$ cat src/rtl/cdecv_run_pkg.sv
// Shared constants and types for the CPU run controller.
// State encodings and counter width used by run_controller and its counters.
package cdecv_run_pkg;

    localparam int CNT_W = 16;

    localparam logic [CNT_W-1:0] CNT_MAX = '1;

    typedef enum logic [2:0] {
        ST_IDLE   = 3'd0,
        ST_RUN    = 3'd1,
        ST_STEP   = 3'd2,
        ST_CYCLE  = 3'd3,
        ST_HALTED = 3'd4
    } run_state_t;

    function automatic logic is_active(run_state_t s);
        return (s == ST_RUN) || (s == ST_STEP) || (s == ST_CYCLE);
    endfunction

endpackage

$ cat src/rtl/sat_counter16.sv
// Saturating up-counter with synchronous clear (clear beats increment).
// Holds at CNT_MAX instead of wrapping.
module sat_counter16
    import cdecv_run_pkg::*;
(
    input  logic             clock,
    input  logic             reset,
    input  logic             inc,
    input  logic             clr,
    output logic [CNT_W-1:0] q
);

    // Count register: clear first, then increment unless already at max
    always_ff @(posedge clock or posedge reset) begin
        if (reset) begin
            q <= '0;
        end else if (clr) begin
            q <= '0;
        end else if (inc && (q != CNT_MAX)) begin
            q <= q + 1'b1;
        end
    end

endmodule

$ cat src/rtl/run_controller.sv
// Monitor-driven run/step/cycle controller gating the CPU clock enable.
// Optional breakpoint logic is built when CDECV_BREAKPOINT_EN is defined.
module run_controller
    import cdecv_run_pkg::*;
(
    input  logic             clock,
    input  logic             reset,
    input  logic             run_req,
    input  logic             stop_req,
    input  logic             step_req,
    input  logic             cyc_req,
    input  logic             cnt_clr,
    input  logic             end_sq,
    input  logic             pause_cc,
    input  logic             halted,
    input  logic             at_f0,
    input  logic [7:0]       pc,
`ifdef CDECV_BREAKPOINT_EN
    input  logic [7:0]       bp_addr,
    input  logic             bp_valid,
`endif
    output logic             cpu_en,
    output logic [2:0]       run_state,
    output logic [CNT_W-1:0] cycle_count,
    output logic [CNT_W-1:0] instr_count,
    output logic             bp_hit
);

    run_state_t state;
    run_state_t state_nxt;
    logic       bp_match;

`ifdef CDECV_BREAKPOINT_EN
    logic arm_q;
    logic bp_hit_q;

    assign bp_match = (state == ST_RUN) && arm_q && bp_valid
                   && at_f0 && (pc == bp_addr);

    // Arm only after RUN has executed once, so resuming at the
    // breakpoint address does not immediately stop again
    always_ff @(posedge clock or posedge reset) begin
        if (reset) begin
            arm_q <= 1'b0;
        end else if (state != ST_RUN && state_nxt == ST_RUN) begin
            arm_q <= 1'b0;
        end else if (state == ST_RUN && cpu_en) begin
            arm_q <= 1'b1;
        end
    end

    // Sticky hit flag, cleared when the monitor issues the next run
    always_ff @(posedge clock or posedge reset) begin
        if (reset) begin
            bp_hit_q <= 1'b0;
        end else if (bp_match) begin
            bp_hit_q <= 1'b1;
        end else if (state == ST_IDLE && run_req) begin
            bp_hit_q <= 1'b0;
        end
    end

    assign bp_hit = bp_hit_q;
`else
    logic unused_bp_inputs;

    assign unused_bp_inputs = ^{pc, at_f0};
    assign bp_match = 1'b0;
    assign bp_hit   = 1'b0;
`endif

    assign cpu_en    = is_active(state) && !halted && !bp_match;
    assign run_state = state;

    // State register
    always_ff @(posedge clock or posedge reset) begin
        if (reset) begin
            state <= ST_IDLE;
        end else begin
            state <= state_nxt;
        end
    end

    // Next-state logic; halted dominates every active state
    always_comb begin
        state_nxt = state;
        unique case (state)
            ST_IDLE: begin
                if (stop_req) begin
                    state_nxt = ST_IDLE;
                end else if (run_req) begin
                    state_nxt = ST_RUN;
                end else if (step_req) begin
                    state_nxt = ST_STEP;
                end else if (cyc_req) begin
                    state_nxt = ST_CYCLE;
                end
            end
            ST_RUN: begin
                if (halted) begin
                    state_nxt = ST_HALTED;
                end else if (stop_req || bp_match) begin
                    state_nxt = ST_IDLE;
                end
            end
            ST_STEP: begin
                if (halted) begin
                    state_nxt = ST_HALTED;
                end else if (stop_req || (cpu_en && end_sq)) begin
                    state_nxt = ST_IDLE;
                end
            end
            ST_CYCLE: begin
                if (halted) begin
                    state_nxt = ST_HALTED;
                end else begin
                    state_nxt = ST_IDLE;
                end
            end
            ST_HALTED: begin
                state_nxt = ST_HALTED;
            end
            default: begin
                state_nxt = ST_IDLE;
            end
        endcase
    end

    sat_counter16 u_cycle_cnt (
        .clock (clock),
        .reset (reset),
        .inc   (cpu_en && !pause_cc),
        .clr   (cnt_clr),
        .q     (cycle_count)
    );

    sat_counter16 u_instr_cnt (
        .clock (clock),
        .reset (reset),
        .inc   (cpu_en && end_sq),
        .clr   (cnt_clr),
        .q     (instr_count)
    );

endmodule

$ cat config.mk
export PLATFORM = sky130hd
export DESIGN_NAME = run_controller
export DESIGN_NICKNAME = d
export VERILOG_FILES = /design/src/rtl/cdecv_run_pkg.sv /design/src/rtl/sat_counter16.sv /design/src/rtl/run_controller.sv
export SDC_FILE = /design/constraint.sdc
export NUM_CORES = 1
export LEC_CHECK = 0
export ABC_AREA = 1
export CORE_ASPECT_RATIO = 1.25
export CORE_MARGIN = 2
export CORE_UTILIZATION = 40
export DETAILED_ROUTE_END_ITERATION = 7
export HOLD_SLACK_MARGIN = 0.02
export PLACE_DENSITY_LB_ADDON = 0.05
export SETUP_SLACK_MARGIN = 0.02
export SLEW_MARGIN = 20
export SYNTH_ARGS = -nofsm -noshare
export SYNTH_HDL_FRONTEND = slang
export SYNTH_SLANG_ARGS = --single-unit
$ cat constraint.sdc
create_clock -name clock -period 1.8 [get_ports clock]
set_clock_uncertainty 0.1 [all_clocks]
set_input_delay 0.18 -clock clock [delete_from_list [all_inputs] [get_ports clock]]
set_output_delay 0.18 -clock clock [all_outputs]
set_load 0.05 [all_outputs]
==> flow_summary.ini, run 1 <==
[status]
status = finished clean

[placed_design]
place_inst = 444
pre_cts_ws_ns = 0.0902
hpwlAfterDp_microns = 4230
portBuffers = 45
place_congestion = 0.831

[routing]
drt_first_iter_violations = 66
via_per_inst = 5.13
vias = 2330
wl_per_cell_microns = 13.1
drt-total-wl_microns = 5930
drc = 0
antenna_left = 0
first_pass_iters = 4

[yosys]
synth_compound_area_share_pct = 3.26
syn-cell-area_sq_um = 2300
syn_avg_cell_area_sq_um = 7.19
synth_fp_nets = 341
yosys_warnings = 0
yosys.area_share.simple_pct = 47.0
ys_seq_area_share_pct = 38.0
synth-adder-area-share_pct = 1.09
ys_ff_latch = 35
synth.area.mux_share_pct = 0
syn_inst = 320
synth.distinct_cells = 26
synth_xor_area_share_pct = 3.80
synth_top_family_by_area = simple AND/OR/NAND/NOR gates

[global_routing]
use_met2_pct = 36.2
use_met3_pct = 3.30
grt_overflow = 0
grt-busiest-layer = met2
grt_max_degree = 36
grt_pass1_wl_microns = 10100
grt_util_met1_pct = 23.3
grt_use_total_pct = 19.9
antenna_found_initial = 0
grt_pass1_vias = 2250

[clocking]
cts.sinks = 35
hold_buffers = 0
cts_tree = yes
clk_latency_ns = 0.29
clk_pin_slew_ns = 0.07
root_buffer = clkbuf_8
numCtsBuffers = 5
cts_max_level = 2
cts_buffer_depth = 2

[timing]
setup_viol = 0
tns_ns = 0
period_minus_slack_ns = 1.64
fmax_mhz = 610
rsz0062_at_grt = no
holdWs_ns = 0.199
final_hold_viol_count = 0
setup_slack_ns = 0.160
fin_crit_sh_pct = 91.1
slew_violations = 0

[critical_path]
crit_family = simple AND/OR/NAND/NOR gates
worstRegToRegCells = 10
worstSetupEndpointType = flip-flop
worstPathRequired_ns = 1.88
path_buf_inv = 2
startpoint_type = flip-flop
crit_path_max_fanout = 12
crit_type = reg2reg
cp_slowest_cell = dfrtp_1
cp_cell_sequence = ha_2 -> nand3_2 -> inv_2 -> nand2_2 -> nor2_4 -> nor2_4 -> nor2_8 -> buf_12 -> nand2_1 -> nand2_1
max_stage_delay_ns = 0.40
path_depth = 10
crit_arrival_ns = 1.72

[cells_and_area]
nNetsFinal = 410
diodes = 0
layout_common_cells = nand2_1, buf_4, nor2_1
syn2layout_area_growth_pct = 33.2
multi_input_area_sq_um = 1290
final_cells = 454
layout_commonest_cell = nand2_1
regArea_sq_um = 883
finish.utilization_pct = 55.9
n_fill_cell = 548
drive_above_1_share_pct = 25.1

[hold_path]
hold_class = in2async

[floorplanning]
die_h_microns = 88.8
std_cell_rows = 30
dieArea_sq_um = 6380
initial_core_util_pct = 42.0
core-area_sq_um = 5480
die_x_microns = 71.9
io_pins = 56

[power_and_ir_drop]
swShare_pct = 21.9
power.density_nw_per_um2 = 529
leakage_uw = 0.00155
pwr-share-seq_pct = 48.4
p_comb_share_pct = 5.5
p_switching_uw = 355
p_int_uw = 1270
power_frac_clock_pct = 46.1
ir_drop_v = 0.000397

[run]
maxCapViolations = 0
-- through the flow --
step	cell area, sq um	total power [uW]
2_1_floorplan	2320	850
3_3_place_gp	2910	887
3_5_place_dp	2910	888
4_1_cts	3030	1650
5_1_grt	3070	1690
6_report	3070	1620
-- kinds of logic after synthesis --
group	Yosys count
AND/OR/NAND/NOR	227
flip-flops	35
buffers and inverters	33
AO/OA/AOI/OAI	12
XOR/XNOR	10
adder cells (fa/ha/maj)	2
other	1
-- registers in the layout (all words and copies together) (netlist names) --
| name | count |
|---|---|
| u_cycle_cnt.q | 16 |
| u_instr_cnt.q | 16 |
| run_state | 3 |
-- power groups by stage --
stage               clock [uW]  sequential (uW)  combinational (uW)
finish                     747              786                89.6
global route               806              785                98.4
CTS                        781              785                86.4
detailed placement           0              801                86.6
global placement             0              801                86.3
floorplan                    0              801                48.5
-- path summary, 6_finish.rpt --
kind	from	to	slack [ns]
hold reg to reg	u_cycle_cnt.q[5]	u_cycle_cnt.q[5]	0.43
setup / recovery	u_instr_cnt.q[0]	u_instr_cnt.q[11]	0.16
min in group clock	u_cycle_cnt.q[5]	u_cycle_cnt.q[5]	0.43
max in group asynchronous	reset	u_cycle_cnt.q[4]	1.04
setup reg to reg	u_instr_cnt.q[0]	u_instr_cnt.q[11]	0.16
hold / removal	reset	u_instr_cnt.q[15]	0.20
-- area by class of cell --
| class | instances | area share, % |
|---|---|---|
| multi-input combinational | 252 | 42.2 |
| sequential | 35 | 28.8 |
| timing repair buffer | 70 | 19.5 |
| inverter | 25 | 3.06 |
| clock buffer | 6 | 2.69 |
| tap | 64 | 2.61 |
| clock inverter | 2 | 1.14 |
-- synthesized netlist by cell type --
library cell,number,share of area [%]
dfrtp_1,35,38
nor3_1,1,0.22
inv_1,23,3.7
nand3_1,24,5.2
buf_4,2,0.65
clkbuf_1,3,0.49
xor2_1,10,3.8
conb_1,1,0.16
nand3b_1,5,1.6
nand2_2,1,0.27
buf_6,3,1.5
nor2_8,2,1.7
nand2_1,119,19
nor2_1,33,5.4
inv_2,2,0.33
nor2_4,4,2.0
o21bai_1,6,2.0
nor3_4,1,0.71
a21oi_1,1,0.22
nand4_1,29,7.9
or2_2,4,1.1
o21ai_0,5,1.1
nand3_2,1,0.43
nor2_2,2,0.54
nand2_4,1,0.49
ha_1,2,1.1
-- timing repair --
action | 4_1_cts | 5_1_grt
endpoints found under the setup margin | 0 | 30
gates resized for setup | 0 | 5
buffers inserted | 0 | 2
-- worst register-to-register path, cell delays in order (launching register included) --
cell and delay [ns]:
dfrtp_1 0.40, ha_2 0.23, nand3_2 0.11, inv_2 0.05, nand2_2 0.09, nor2_4 0.05
nor2_4 0.19, nor2_8 0.07, buf_12 0.15, nand2_1 0.06, nand2_1 0.04
-- metal layers --
metal  vias to the layer above  part of all wire, %  wire length (microns)
li1                       1181                    -                      -
met4                         0                  2.1                    125
met1                      1086                   43                   2540
met2                        52                   52                   3060
met5                         -                    0                      0
met3                        11                  3.4                    203
(Power assumes the default switching activity.)
==> inputs of run 2 (changes only) <==
--- a/config.mk
+++ b/config.mk
@@ -6,6 +6,7 @@
 export NUM_CORES = 1
 export LEC_CHECK = 0
 export ABC_AREA = 1
+export CAP_MARGIN = 10
 export CORE_ASPECT_RATIO = 1.25
 export CORE_MARGIN = 2
 export CORE_UTILIZATION = 40
@@ -16,4 +17,5 @@
 export SLEW_MARGIN = 20
 export SYNTH_ARGS = -nofsm -noshare
 export SYNTH_HDL_FRONTEND = slang
+export SYNTH_HIERARCHICAL = 1
 export SYNTH_SLANG_ARGS = --single-unit
==> run 2 against run 1 <==
- via count increased by 7.6%
- utilization increased by 1.8 points
- combinational power increased to 6.5 times the previous value
- sequential power increased by 9.4%
- synthesized area increased by 5.9%
- critical path depth unchanged
- power increased by 42%
==> flow_summary.ini, run 2 <==
[status]
status = finished clean

[timing]
period_minus_slack_ns = 1.69
final_hold_viol_count = 0
holdWs_ns = 0.0336
rsz0062_at_grt = no
fmax_mhz = 593
fin_crit_sh_pct = 93.7
setup_slack_ns = 0.113
tns_ns = 0
setup_viol = 0
slew_violations = 0

[yosys]
async_reset_ff_share_pct = 100
yosys.cell_count.top_type = nand2_1
synthFlopType = dfrtp_1
synth_edf_count = 0
ys_seq_area_share_pct = 35.9
synth_area_leaders = dfrtp_1, nand2_1, nand4_1, inv_1, nor2_1
syn_avg_cell_area_sq_um = 6.85
synth_common_cells = nand2_1, inv_1, nor2_1, dfrtp_1, nand3_1
synth.distinct_cells = 31
yosys_warnings = 6
yosysTopAreaCell = dfrtp_1
syn_inst = 356
syn-cell-area_sq_um = 2440
synth_fp_nets = 377
ys_ff_latch = 35
synth_top_area_share_pct = 35.9

[routing]
drt-total-wl_microns = 6520
antenna_left = 0
first_pass_iters = 4
drc = 0
vias = 2508
via_per_inst = 4.81
wl_per_cell_microns = 12.5
drt_first_iter_violations = 105

[cells_and_area]
drive_above_1_share_pct = 31.0
layout_commonest_cell = nand2_1
final_cells = 521
layout_common_cells = nand2_1, buf_4, inv_1
regArea_sq_um = 903
multi_input_area_sq_um = 1380
diodes = 0
syn2layout_area_growth_pct = 38.8
nNetsFinal = 459
n_fill_cell = 587

[power_and_ir_drop]
design_power_total_uw = 2310
leakage_uw = 0.00174
power.density_nw_per_um2 = 683
ir_drop_v = 0.000470

[placed_design]
place_inst = 507
pre_cts_ws_ns = -0.0449
hpwlAfterDp_microns = 4990
place_congestion = 0.840
portBuffers = 45

[global_routing]
grt_use_total_pct = 20.7
grt_overflow = 0
grt_max_degree = 17
grt_pass1_wl_microns = 11100
antenna_found_initial = 0
grt_pass1_vias = 2457

[floorplanning]
dieArea_sq_um = 6740
std_cell_rows = 31
core-area_sq_um = 5860
io_pins = 56
die_h_microns = 91.3
initial_core_util_pct = 41.6
die_x_microns = 73.8

[clocking]
clk_latency_ns = 0.30
cts_max_level = 2
numCtsBuffers = 5
clk_pin_slew_ns = 0.09
root_buffer = clkbuf_8
cts_buffer_depth = 2
cts.sinks = 35
hold_buffers = 0
cts_tree = yes

[critical_path]
startpoint_type = flip-flop
worstSetupEndpointType = flip-flop
crit_path_max_fanout = 14
crit_arrival_ns = 1.77
worstPathRequired_ns = 1.88
crit_type = reg2reg
worstRegToRegCells = 10

[hold_path]
hold_class = in2async

[run]
maxCapViolations = 0
## run 2: cell count changes after synthesis, sizes merged, moves of 2 or more
cell / change
inv: +18
nand2: +17
nor2: +10
o21bai: -6
xor2: -6
nand4: -5
nand3: +4
or2: -4
xnor2: +4
clkbuf: -3
buf: +2
clkinv: +2
nor3: +2
## run 2: worst max-delay path, cell delays in order (launching register included)
cell and delay [ns]:
dfrtp_2 0.46, ha_4 0.18, nand2_2 0.11, nor2_8 0.07, nand2_4 0.08, nor2_4 0.04
nor2_2 0.21, nor2_4 0.06, buf_12 0.15, nand2_1 0.05, nand2_1 0.06
## run 2: logic make-up (layout without fill, tap and decap cells)
| logic type | count (synthesis) | after routing | synth area share, % |
|---|---|---|---|
| buffers and inverters | 52 | 135 | 8.98 |
| other | 1 | 1 | 0.154 |
| flip-flops | 35 | 35 | 35.9 |
| AO/OA/AOI/OAI | 8 | 8 | 1.95 |
| XOR/XNOR | 8 | 8 | 2.87 |
| adder cells (fa/ha/maj) | 2 | 2 | 1.03 |
| AND/OR/NAND/NOR | 250 | 250 | 49.1 |
## run 2: path summary, 6_finish.rpt
check	startpoint	to	slack [ns]
max	u_instr_cnt/q[1]	u_instr_cnt/q[3]	0.11
min reg2reg	u_instr_cnt/q[5]	u_instr_cnt/q[5]	0.45
min	reset	run_state[0]	0.03
min in group clock	u_instr_cnt/q[5]	u_instr_cnt/q[5]	0.45
max reg2reg	u_instr_cnt/q[1]	u_instr_cnt/q[3]	0.11
max in group asynchronous	reset	u_instr_cnt/q[5]	1.21
## run 2: repair_timing
action / 4_1_cts / 5_1_grt
setup buffers: 0 / 6
resized for setup: 0 / 2
endpoints found under the setup margin: 0 / 19
## run 2: power breakdown
group          switching (uW)  internal (uW)
registers                41.3            818
clock network             315            553
logic                     356            227
## run 2: final cells by class
type / instances / share of cell area (%)
tap: 82 / 3.03
inverter: 45 / 5.07
multi-input combinational: 269 / 40.8
timing repair buffer: 82 / 20.3
sequential: 35 / 26.7
clock inverter: 3 / 2.00
clock buffer: 5 / 2.03
## run 2: layer usage
metal  global-route usage [%]  vias up  share of wire [%]
li1                         -     1286                  -
met1                     25.4     1158                 42
met2                     36.5       60                 53
met3                     3.11        4                3.8
met4                     5.76        0               0.95
met5                        0        -                  0
## run 2: through the flow
| stage | utilization [%] | instance area (sq um) |
|---|---|---|
| 2_1_floorplan | - | 2490 |
| 5_1_grt | 57.7 | 3380 |
| 6_report | 57.7 | 3380 |
| 4_1_cts | 56.6 | 3320 |
| 3_5_place_dp | 54.3 | 3180 |
| 3_3_place_gp | 54.3 | 3180 |
==> inputs of run 3 (changes only) <==
--- a/config.mk
+++ b/config.mk
@@ -8,10 +8,11 @@
 export ABC_AREA = 1
 export CAP_MARGIN = 10
 export CORE_ASPECT_RATIO = 1.25
-export CORE_MARGIN = 2
+export CORE_MARGIN = 8
 export CORE_UTILIZATION = 40
+export CTS_CLUSTER_DIAMETER = 50
 export DETAILED_ROUTE_END_ITERATION = 7
-export HOLD_SLACK_MARGIN = 0.02
+export HOLD_SLACK_MARGIN = 0.03
 export PLACE_DENSITY_LB_ADDON = 0.05
 export SETUP_SLACK_MARGIN = 0.02
 export SLEW_MARGIN = 20
==> run 3 against run 2 <==
- non-clock buffer count fell by 4
- count of clock-buffer cells in the layout did not move
- first-iteration DRC count fell by 13%
- hold slack improved by 0.0014 ns
- die area rose by 32%
- utilization fell by 2.9 points
- sequential share of layout area rose by 0.52 points
- largest power group is now registers
- critical path depth did not move
- cell area fell by 1.9%
==> flow_summary.ini, run 3 (same netlist as run 2, synthesis figures left out) <==
[status]
status = finished clean

[clocking]
numCtsBuffers = 5
cts_buffer_depth = 2
cts_max_level = 2
root_buffer = clkbuf_8
cts.sinks = 35
cts_tree = yes
clk_pin_slew_ns = 0.08
clk_latency_ns = 0.29

[critical_path]
crit_type = reg2reg
worstSetupEndpointType = flip-flop
startpoint_type = flip-flop
crit_arrival_ns = 1.82
max_stage_delay_ns = 0.43
crit_path_max_fanout = 7
cp_cell_sequence = ha_4 -> nand2_2 -> nor2_8 -> nand2_4 -> nor2_4 -> nor2_4 -> nor2_4 -> buf_4 -> nand2_1 -> nand2_1
crit_family = simple AND/OR/NAND/NOR gates
path_depth = 10
worstRegToRegCells = 10
cp_slowest_cell = dfrtp_2
worstPathRequired_ns = 1.94
crit_path_frequent_cell = nor2_4
path_buf_inv = 1

[placed_design]
pre_cts_ws_ns = -0.0173
hpwlAfterDp_microns = 5070
place_congestion = 0.825
portBuffers = 45

[timing]
final_hold_viol_count = 0
setup_viol = 0
period_minus_slack_ns = 1.68
setup_slack_ns = 0.117
rsz0062_at_grt = no
fmax_mhz = 594
slew_violations = 0
holdWs_ns = 0.0350
tns_ns = 0
fin_crit_sh_pct = 93.5

[cells_and_area]
diodes = 0
syn2layout_area_growth_pct = 36.1
drive_above_1_share_pct = 30.1
layout_commonest_cell = nand2_1
layout_common_cells = nand2_1, buf_4, inv_1
finish.utilization_pct = 54.9
nNetsFinal = 455

[power_and_ir_drop]
design_power_total_uw = 2170
leakage_uw = 0.00171
ir_drop_v = 0.000370
power.density_nw_per_um2 = 655

[global_routing]
grt_pass1_vias = 2483
antenna_found_initial = 0
grt_max_degree = 17
grt_pass1_wl_microns = 11200
grt_overflow = 0
grt_use_total_pct = 15.8

[floorplanning]
initial_core_util_pct = 40.3
die_x_microns = 85.8
dieArea_sq_um = 8860
io_pins = 56
die_h_microns = 103
std_cell_rows = 32
core-area_sq_um = 6050

[routing]
vias = 2480
drt-total-wl_microns = 6580
drc = 0
first_pass_iters = 4
antenna_left = 0
drt_first_iter_violations = 91
via_per_inst = 4.77
wl_per_cell_microns = 12.6

[hold_path]
hold_class = in2async

[run]
maxCapViolations = 0
-- run 3: path summary, 6_finish.rpt --
path | from | end | slack [ns]
min reg2reg | u_cycle_cnt/q[6] | u_cycle_cnt/q[6] | 0.45
min | reset | run_state[1] | 0.04
max in group asynchronous | reset | u_cycle_cnt/q[1] | 1.22
max | u_cycle_cnt/q[0] | u_cycle_cnt/q[7] | 0.12
min in group clock | u_cycle_cnt/q[6] | u_cycle_cnt/q[6] | 0.45
max reg2reg | u_cycle_cnt/q[0] | u_cycle_cnt/q[7] | 0.12
-- run 3: metal layers --
layer | GRT usage (%) | vias to the layer above | share of wire, %
met4 | 5.95 | 0 | 1.2
met1 | 16.7 | 1136 | 42
li1 | - | 1283 | -
met3 | 3.24 | 6 | 4.5
met2 | 30.1 | 55 | 52
met5 | 0 | - | 0
-- run 3: cell type report --
cell class                 count  area (sq um)
clock buffer                   5          68.8
clock inverter                 3          43.8
fill                         598          2730
inverter                      45           171
multi-input combinational    269          1380
sequential                    35           903
tap                           85           106
timing repair buffer          78           646
-- run 3: timing repair --
action	4_1_cts	5_1_grt
buffers inserted	0	5
resized for setup	0	1
hold buffers	0	0
setup endpoints to repair	0	15
-- run 3: metrics by stage --
step           cell area (sq um)  cells
3_3_place_gp                3160    507
4_1_cts                     3270    515
6_report                    3320    520
3_5_place_dp                3160    507
5_1_grt                     3320    520
2_1_floorplan               2490    356
-- run 3: worst reg2reg max path: cells and delay by family, from the launching register on --
kind	cells	cell delay, ns
AND/OR/NAND/NOR	8	0.76
flip-flops	1	0.43
buffers and inverters	1	0.17
adder cells (fa/ha/maj)	1	0.16
-- run 3: where the power goes --
group	total, uW	leakage [uW]	internal [uW]	switching [uW]
Combinational	588	0.00120	234	355
Sequential	858	0.000450	818	39.8
Clock	726	0.0000581	413	313
Total	2170	0.00171	1460	707
